[config.mk]
export PLATFORM = sky130hd
export DESIGN_NAME = storage_req_bridge
export DESIGN_NICKNAME = d
export VERILOG_FILES = /design/src/rtl/storage_req_bridge.sv
export SDC_FILE = /design/constraint.sdc
export NUM_CORES = 1
export LEC_CHECK = 0
export BUFFER_PORTS_ARGS = -buffer_cell sky130_fd_sc_hd__buf_2
export CORE_MARGIN = 5
export CORE_UTILIZATION = 46
export DETAILED_ROUTE_END_ITERATION = 8
export GPL_TIMING_DRIVEN = 0
export PLACE_DENSITY = 0.74
export SETUP_SLACK_MARGIN = 0.2
export SKIP_LAST_GASP = 1
export SYNTH_ARGS = -nofsm -noshare
export SYNTH_HDL_FRONTEND = slang
export SYNTH_SLANG_ARGS = --single-unit
[constraint.sdc]
create_clock -name clk -period 4.3 [get_ports clk]
set_clock_uncertainty 0.15 [all_clocks]
set_input_delay 0.215 -clock clk [delete_from_list [all_inputs] [get_ports clk]]
set_output_delay 0.215 -clock clk [all_outputs]
set_load 0.1 [all_outputs]
[src/rtl/storage_req_bridge.sv]
// Bridges the vector core req/gnt/rvalid port onto the storage_controller command interface.
// One request in flight; partial writes are emulated with read-modify-write.
//
// state    | meaning
// ---------+--------------------------------------------------------------
// IDLE     | waiting for a request; the grant is combinational
// RD_ISSUE | one-cycle read command pulse to the controller
// RD_WAIT  | waiting for sc_out_valid, bounded by the timeout down-counter
// WR_ISSUE | one-cycle write command pulse to the controller
// WR_HOLD  | inputs held while the controller performs the SRAM write
// RESP     | one-cycle response beat to the core
module storage_req_bridge #(
    parameter int          MEM_W          = 32,
    parameter logic [31:0] SRAM_LIMIT     = 32'h0000_2000,
    parameter int          TIMEOUT_CYCLES = 1024
) (
    input  logic               clk,
    input  logic               rst,
    input  logic               prog_mode,
    input  logic               mem_req,
    output logic               mem_gnt,
    input  logic [31:0]        mem_addr,
    input  logic               mem_we,
    input  logic [MEM_W/8-1:0] mem_be,
    input  logic [MEM_W-1:0]   mem_wdata,
    output logic               mem_rvalid,
    output logic [MEM_W-1:0]   mem_rdata,
    output logic               mem_err,
    output logic               sc_access,
    output logic               sc_is_writing,
    output logic [31:0]        sc_addr,
    output logic [MEM_W-1:0]   sc_d_in,
    output logic [MEM_W/8-1:0] sc_mem_be,
    input  logic [MEM_W-1:0]   sc_d_out,
    input  logic               sc_out_valid,
    output logic               timeout_flag
);

    localparam int NB = MEM_W / 8;
    localparam int CW = $clog2(TIMEOUT_CYCLES);

    typedef enum logic [2:0] {
        IDLE, RD_ISSUE, RD_WAIT, WR_ISSUE, WR_HOLD, RESP
    } state_t;

    state_t            state;
    logic              rmw_q;
    logic [NB-1:0]     be_q;
    logic [MEM_W-1:0]  wdata_q;
    logic [CW-1:0]     wait_cnt;
    logic [MEM_W-1:0]  merged;

    // Gated by reset so the port reads 0 while the block is held in reset.
    assign mem_gnt   = rst & (state == IDLE) & mem_req & ~prog_mode;
    assign sc_mem_be = '1;

    always_comb begin
        merged = '0;
        for (int i = 0; i < NB; i++) begin
            merged[8*i +: 8] = be_q[i] ? wdata_q[8*i +: 8] : sc_d_out[8*i +: 8];
        end
    end

    always_ff @(posedge clk or negedge rst) begin
        if (!rst) begin
            state         <= IDLE;
            rmw_q         <= 1'b0;
            be_q          <= '0;
            wdata_q       <= '0;
            wait_cnt      <= '0;
            mem_rvalid    <= 1'b0;
            mem_rdata     <= '0;
            mem_err       <= 1'b0;
            sc_access     <= 1'b0;
            sc_is_writing <= 1'b0;
            sc_addr       <= '0;
            sc_d_in       <= '0;
            timeout_flag  <= 1'b0;
        end else begin
            sc_access  <= 1'b0;
            mem_rvalid <= 1'b0;
            case (state)
                IDLE: begin
                    if (mem_gnt) begin
                        sc_addr   <= {mem_addr[31:2], 2'b00};
                        be_q      <= mem_be;
                        wdata_q   <= mem_wdata;
                        rmw_q     <= 1'b0;
                        mem_rdata <= '0;
                        mem_err   <= 1'b0;
                        if (!mem_we) begin
                            sc_is_writing <= 1'b0;
                            sc_access     <= 1'b1;
                            state         <= RD_ISSUE;
                        end else if (mem_be == '0) begin
                            mem_rvalid <= 1'b1;
                            state      <= RESP;
                        end else if (mem_addr >= SRAM_LIMIT) begin
                            mem_rvalid <= 1'b1;
                            mem_err    <= 1'b1;
                            state      <= RESP;
                        end else if (&mem_be) begin
                            sc_is_writing <= 1'b1;
                            sc_d_in       <= mem_wdata;
                            sc_access     <= 1'b1;
                            state         <= WR_ISSUE;
                        end else begin
                            // Partial write: fetch the stored word first, merge in RD_WAIT.
                            sc_is_writing <= 1'b0;
                            sc_d_in       <= mem_wdata;
                            rmw_q         <= 1'b1;
                            sc_access     <= 1'b1;
                            state         <= RD_ISSUE;
                        end
                    end
                end
                RD_ISSUE: begin
                    wait_cnt <= CW'(TIMEOUT_CYCLES - 1);
                    state    <= RD_WAIT;
                end
                RD_WAIT: begin
                    if (sc_out_valid) begin
                        if (rmw_q) begin
                            sc_d_in       <= merged;
                            sc_is_writing <= 1'b1;
                            sc_access     <= 1'b1;
                            state         <= WR_ISSUE;
                        end else begin
                            mem_rdata  <= sc_d_out;
                            mem_rvalid <= 1'b1;
                            state      <= RESP;
                        end
                    end else if (wait_cnt == '0) begin
                        timeout_flag <= 1'b1;
                        mem_rdata    <= '0;
                        mem_err      <= 1'b1;
                        mem_rvalid   <= 1'b1;
                        state        <= RESP;
                    end else begin
                        wait_cnt <= wait_cnt - CW'(1);
                    end
                end
                WR_ISSUE: state <= WR_HOLD;
                WR_HOLD: begin
                    mem_rvalid <= 1'b1;
                    state      <= RESP;
                end
                RESP: begin
                    mem_rdata <= '0;
                    mem_err   <= 1'b0;
                    state     <= IDLE;
                end
                default: state <= IDLE;
            endcase
        end
    end

endmodule

==> reports/metrics.yaml, run 1 <==
grt:
  antenna_found_initial: 1
  grt_pass1_wl_mm: 32.5
  grt.overflow.total: 0
  first_global_vias: 6410
  grt_start_max_net_pins: 79
  grt_use_total: 0.253
placement:
  preCtsSetupSlack_ns: 1.16
  placed_area_sq_um: 7710
  placedCellCount: 973
  gp_congestion: 0.847
  dpl.hpwl_mm: 13.4
  io_buffers: 203
yosys:
  ys_seq_area_frac: 0.580
  async_flop_share: 1.00
  synth_cells: 585
  synth_area_sq_um: 6420
  yosys_register_bits: 149
  synth_edf_count: 0
  syn_avg_cell_area_sq_um: 11.0
  synth_cell_types: 52
  yosysWarningCount: 0
  synth_flop_cell: "dfrtp_1"
pwr:
  p_total_mw: 7.20
  p_per_area_nw_per_um2: 769
  p_leak_nw: 4.81
  peakVddDrop_uv: 677
worst_setup_path:
  reg2reg_from: "state[0]$_DFFE_PN0P_"
  slowest_stage: "dlygate4sd3_1"
  critPathCaptureType: "primary output"
  critPathMaxStageDelay_ns: 0.54
  path_class: "in -> out"
  crit_start: "rst"
  worst_path_most_repeated_cell: "clkbuf_1"
  crit_arrival_ns: 3.37
  start_kind: "input pin"
  cp_max_fo: 78
  crit_required_ns: 3.93
  critPathBufInv: 6
  path_cells: "dlygate4sd3_1 -> buf_6 -> and3b_1 -> clkbuf_1 -> nand2_1 -> clkinv_1 -> clkbuf_1 -> buf_2"
  critical-path-top-delay-family: "buffers and inverters"
route:
  dr.pass1.iters: 6
  drtAntennaViolNets: 0
  routedWlPerCell_um: 18.9
  wl_mm: 20.9
  drc_errors: 0
  num_vias: 6128
  drt_iter0_drc: 453
  routed_via_density: 5.54
clock_tree:
  cts_made_buffers: 17
  path_clk_slew_ns: 0.06
  clkLatencyLatePin_ns: 0.42
  htreeDepth: 4
  cts_root_buffer: "clkbuf_16"
  cts_buffer_depth: 2
  cts_tree: "yes"
  clock-sinks: 149
cells_and_area:
  syn_to_final_growth_pct: 45.8
  layout_common_cells: "buf_2, nand2_1, dfrtp_1"
  design.final.nets: 1019
  fin_area_sq_um: 9370
  layout-drive-gt1-share: 0.307
  final_common_cell: "buf_2"
  finalNonFillerCells: 1106
  utilization: 0.680
sta:
  final.min_clock_period_ns: 3.73
  relSlewSlack: 0.502
  final.setup.worst_slack_ns: 0.569
  fin_setup_tns_ns: 0
  slew_violations: 0
  finalCritPeriodShare: 0.868
  fmax_mhz: 268
  worst_pin_slew_ns: 0.747
  setup_viol: 0
  whs_ns: 0.140
  rsz0062_at_grt: "false"
  hold_violations: 0
die:
  die_x_um: 128
  rows: 43
  initial_core_util: 0.466
  coreArea_sq_um: 13800
  ios: 212
  dieArea_sq_um: 16400
  fp.dieH_um: 128
run:
  drv_cap: 0
status:
  status: "finished, final reports clean"
min_path:
  hold_path.class: "in -> reg"
  hold_start: "sc_out_valid"
-- synth_stat cells, drive strengths merged, types with 4 or more instances --
cell,number,area share
nor2,39,0.023
dfrtp,149,0.58
mux2,23,0.040
nor3,13,0.013
mux2i,32,0.050
a22o,32,0.044
nor4,9,0.011
a221o,32,0.050
nand4,5,0.0049
inv,5,0.0029
a21oi,4,0.0031
o21ai,5,0.0039
clkbuf,18,0.011
nand2,150,0.088
buf,24,0.024
or3,4,0.0039
-- logic make-up (layout without fill, tap and decap cells) --
kind of cell             after synthesis  in the layout  synth area share
AO/OA/AOI/OAI                         88             88             0.120
XOR/XNOR                               6              6           0.00818
adder cells (fa/ha/maj)                1              1           0.00195
buffers and inverters                 48            384            0.0376
flip-flops                           149            149             0.580
multiplexers                          55             55            0.0902
other                                  2              7           0.00117
AND/OR/NAND/NOR                      236            236             0.161
-- flip-flops by register name, summed over array words and instances (netlist names) --
register	cells
be_q	4
mem_err	1
mem_rdata	32
mem_rvalid	1
rmw_q	1
sc_access	1
sc_addr	30
sc_d_in	32
sc_is_writing	1
state	3
timeout_flag	1
wait_cnt	10
wdata_q	32
-- final cells by class --
| type | count | area (sq um) |
|---|---|---|
| diodes | 1 | 2.50 |
| plain buffers | 42 | 219 |
| clock buffers | 18 | 429 |
| clock inverters | 14 | 223 |
| fillers | 1031 | 4400 |
| inverters | 6 | 22.5 |
| multi-input cells | 392 | 2470 |
| flip-flops and latches | 149 | 3730 |
| well taps | 180 | 225 |
| repair buffers | 304 | 2050 |
-- worst paths after layout --
check                                      endpoint  slack, ns  depth (start not counted)
min                        timeout_flag$_DFFE_PN0P_       0.14                          4
min reg2reg                timeout_flag$_DFFE_PN0P_       0.31                          1
max reg2reg                 sc_d_in[18]$_DFFE_PN0P_       1.75                          7
min in group asynchronous  mem_rdata[8]$_DFFE_PN0P_       0.23                          2
max in group asynchronous   sc_addr[27]$_DFFE_PN0P_       2.97                          3
max                                         mem_gnt       0.57                          8
-- where the power goes --
part | total (mW) | switching [mW] | internal (mW)
clock network | 1.65 | 0.611 | 1.04
logic | 3.47 | 2.74 | 0.736
registers | 2.08 | 0.242 | 1.84
-- per-layer routing --
metal	vias to the layer above	routed length (um)	global-route usage
met2	345	10800	0.432
li1	2716	-	-
met3	70	1630	0.0721
met5	-	0	0
met1	2997	7690	0.290
met4	0	795	0.127
-- worst register-to-register path, delay by kind of cell, from the launching register on --
family                 cells  cell delay (ns)
buffers and inverters      2             0.53
and+or+nand+nor            3             0.71
AOI/OAI and AO/OA          2             0.68
DFF                        1             0.36
-- timing repair --
item,in CTS,in global routing
hold buffers,100,0
resized for setup,0,0
hold endpoints to repair,206,0
buffers inserted,0,0
Note: power is estimated with default switching activity, not from simulation.
==> inputs of run 2 (changes only) <==
Clock period 4.3 ns to 3.8 ns, I/O delays scaled along.
==> run 2 against run 1 <==
Final cell count about the same. Combinational power increased by 13%. Clock power increased by 13%. Global-route usage increased by 0.093 points. Sequential share of layout area decreased by 0.12 points. Count of clock-buffer cells in the layout unchanged. Design area increased by 0.29%.
==> reports/metrics.yaml, run 2 (synthesized netlist as in run 1, its figures left out) <==
status:
  status: "finished, final reports clean"
pwr:
  peakVddDrop_uv: 765  # +13%
  p_leak_nw: 4.82  # +0.26%
  p_per_area_nw_per_um2: 867  # +13%
route:
  num_vias: 6127  # -0.016%
  dr.pass1.iters: 5  # -1
  drt_iter0_drc: 442  # -2.4%
  routedWlPerCell_um: 18.9  # -0.16%
  wl_mm: 20.9  # about the same
  routed_via_density: 5.53  # -0.11%
  drtAntennaViolNets: 0  # unchanged
  drc_errors: 0  # unchanged
die:
  die_x_um: 128  # unchanged
  coreArea_sq_um: 13800  # unchanged
  initial_core_util: 0.466  # unchanged
  dieArea_sq_um: 16400  # unchanged
  ios: 212  # unchanged
  fp.dieH_um: 128  # unchanged
  rows: 43  # unchanged
clock_tree:
  htreeDepth: 4  # unchanged
  cts_made_buffers: 17  # unchanged
  cts_root_buffer: "clkbuf_16"
  path_clk_slew_ns: 0.06  # about the same
  post_cts_buffers: 0  # unchanged
  clock-sinks: 149  # unchanged
  clkLatencyLatePin_ns: 0.42  # about the same
  cts-resized-gates: 0  # unchanged
  cts_buffer_depth: 2  # unchanged
  cts_tree: "yes"
sta:
  setup_viol: 0  # unchanged
  final.setup.worst_slack_ns: 0.637  # +0.0685 ns
  slew_violations: 0  # unchanged
  hold_violations: 0  # unchanged
  final.min_clock_period_ns: 3.16
  rsz0062_at_grt: "false"
  worst_pin_slew_ns: 0.758  # +0.0115 ns
  finalCritPeriodShare: 0.832
  relSlewSlack: 0.495  # -0.00765
  fmax_mhz: 316
cells_and_area:
  reg_top3: "mem_rdata x32, sc_d_in x32, wdata_q x32"
  syn_to_final_growth_pct: 46.3
  layout_common_cells: "buf_2, nand2_1, dfrtp_1"
  design.final.nets: 1020  # +0.098%
  nFillCells: 1024  # -0.68%
  utilization: 0.682  # +0.00200
  final_common_cell: "buf_2"
  layout-drive-gt1-share: 0.308  # +0.000748
worst_setup_path:
  worst_path_most_repeated_cell: "clkbuf_1"
  r2r_setup_slack_ns: 1.26  # -0.49 ns
  r2r_cells: 7  # unchanged
  crit_required_ns: 3.46  # -0.47 ns
  path_class: "in -> out"
  crit_arrival_ns: 2.82  # -0.55 ns
  start_kind: "input pin"
  path_cells: "dlygate4sd3_1 -> buf_6 -> and3b_1 -> clkbuf_1 -> nand2_1 -> clkinv_1 -> clkbuf_1 -> buf_2"
  cp_max_fo: 10  # -87%
  critPathCaptureType: "primary output"
  slowest_stage: "dlygate4sd3_1"
  reg2reg_from: "state[0]$_DFFE_PN0P_"
  r2r-end: "sc_d_in[18]$_DFFE_PN0P_"
  critPathMaxStageDelay_ns: 0.54  # about the same
min_path:
  whs_path_depth: 4  # unchanged
  hold_start: "sc_out_valid"
  hold_path.class: "in -> reg"
  hold_end: "timeout_flag$_DFFE_PN0P_"
placement:
  preCtsSetupSlack_ns: 0.706  # -0.450 ns
  io_buffers: 203  # unchanged
  gp_congestion: 0.847  # unchanged
  dpl.hpwl_mm: 13.4  # unchanged
grt:
  grt_use_total: 0.254  # +0.000932
  grt_start_max_net_pins: 76  # -3.8%
  grt_pass1_wl_mm: 32.6  # +0.47%
  antenna_found_initial: 1  # unchanged
  grt.overflow.total: 0  # unchanged
  first_global_vias: 6405  # -0.078%
run:
  drv_cap: 0  # unchanged
-- run 2: through the flow --
step,power (mW),std cells,TNS (ns),hold WS (ns),cell area (sq um)
detailed placement,6.17,973,0,0.114,7710
finish,8.15,1107,0,0.122,9400
floorplan,5.42,589,0,-0.256,6440
CTS,8.13,1106,0,0.0981,9400
global placement,6.08,972,-98.23,0.231,7680
global route,8.46,1107,0,0.114,9400
-- run 2: routing by layer --
metal	global-route usage	routed length (um)	share of wire
met1	0.293	7840	0.38
met2	0.439	10700	0.51
met4	0.129	835	0.040
met5	0	0	0
met3	0.0604	1460	0.070
-- run 2: critical path: cells and delay by family --
family                 cells  cell delay, ns
buffers and inverters      6            2.23
and+or+nand+nor            2            0.38
-- run 2: layout make-up --
type / instances / area, sq um / area share
Sequential cell: 149 / 3730 / 0.397
Multi-Input combinational cell: 392 / 2470 / 0.263
Timing Repair Buffer: 305 / 2080 / 0.221
Clock buffer: 18 / 429 / 0.0457
Tap cell: 180 / 225 / 0.0240
Clock inverter: 14 / 223 / 0.0237
Buffer: 42 / 219 / 0.0233
Inverter: 6 / 22.5 / 0.00240
Antenna cell: 1 / 2.50 / 0.000266
-- run 2: worst max path at each step --
stage | cells past startpoint | to | start | slack, ns
after floorplan | 7 | sc_addr[2]$_DFFE_PN0P_ | state[0]$_DFFE_PN0P_ | 1.34
after global placement | 7 | mem_gnt | rst | -1.29
after detailed placement | 7 | mem_gnt | rst | 0.71
after CTS | 8 | mem_gnt | rst | 0.67
after global routing | 8 | mem_gnt | rst | 0.52
final | 8 | mem_gnt | rst | 0.64
-- run 2: power by group --
group | total [mW] | internal (mW) | switching [mW] | leakage (nW)
Sequential | 2.36 | 2.09 | 0.274 | 1.90
Combinational | 3.93 | 0.836 | 3.10 | 2.61
Clock | 1.86 | 1.17 | 0.688 | 0.305
-- run 2: repair_timing --
item | 4_1_cts | 5_1_grt
endpoints found under the hold margin | 206 | 0
hold buffers | 101 | 0
setup endpoints to repair | 0 | 0
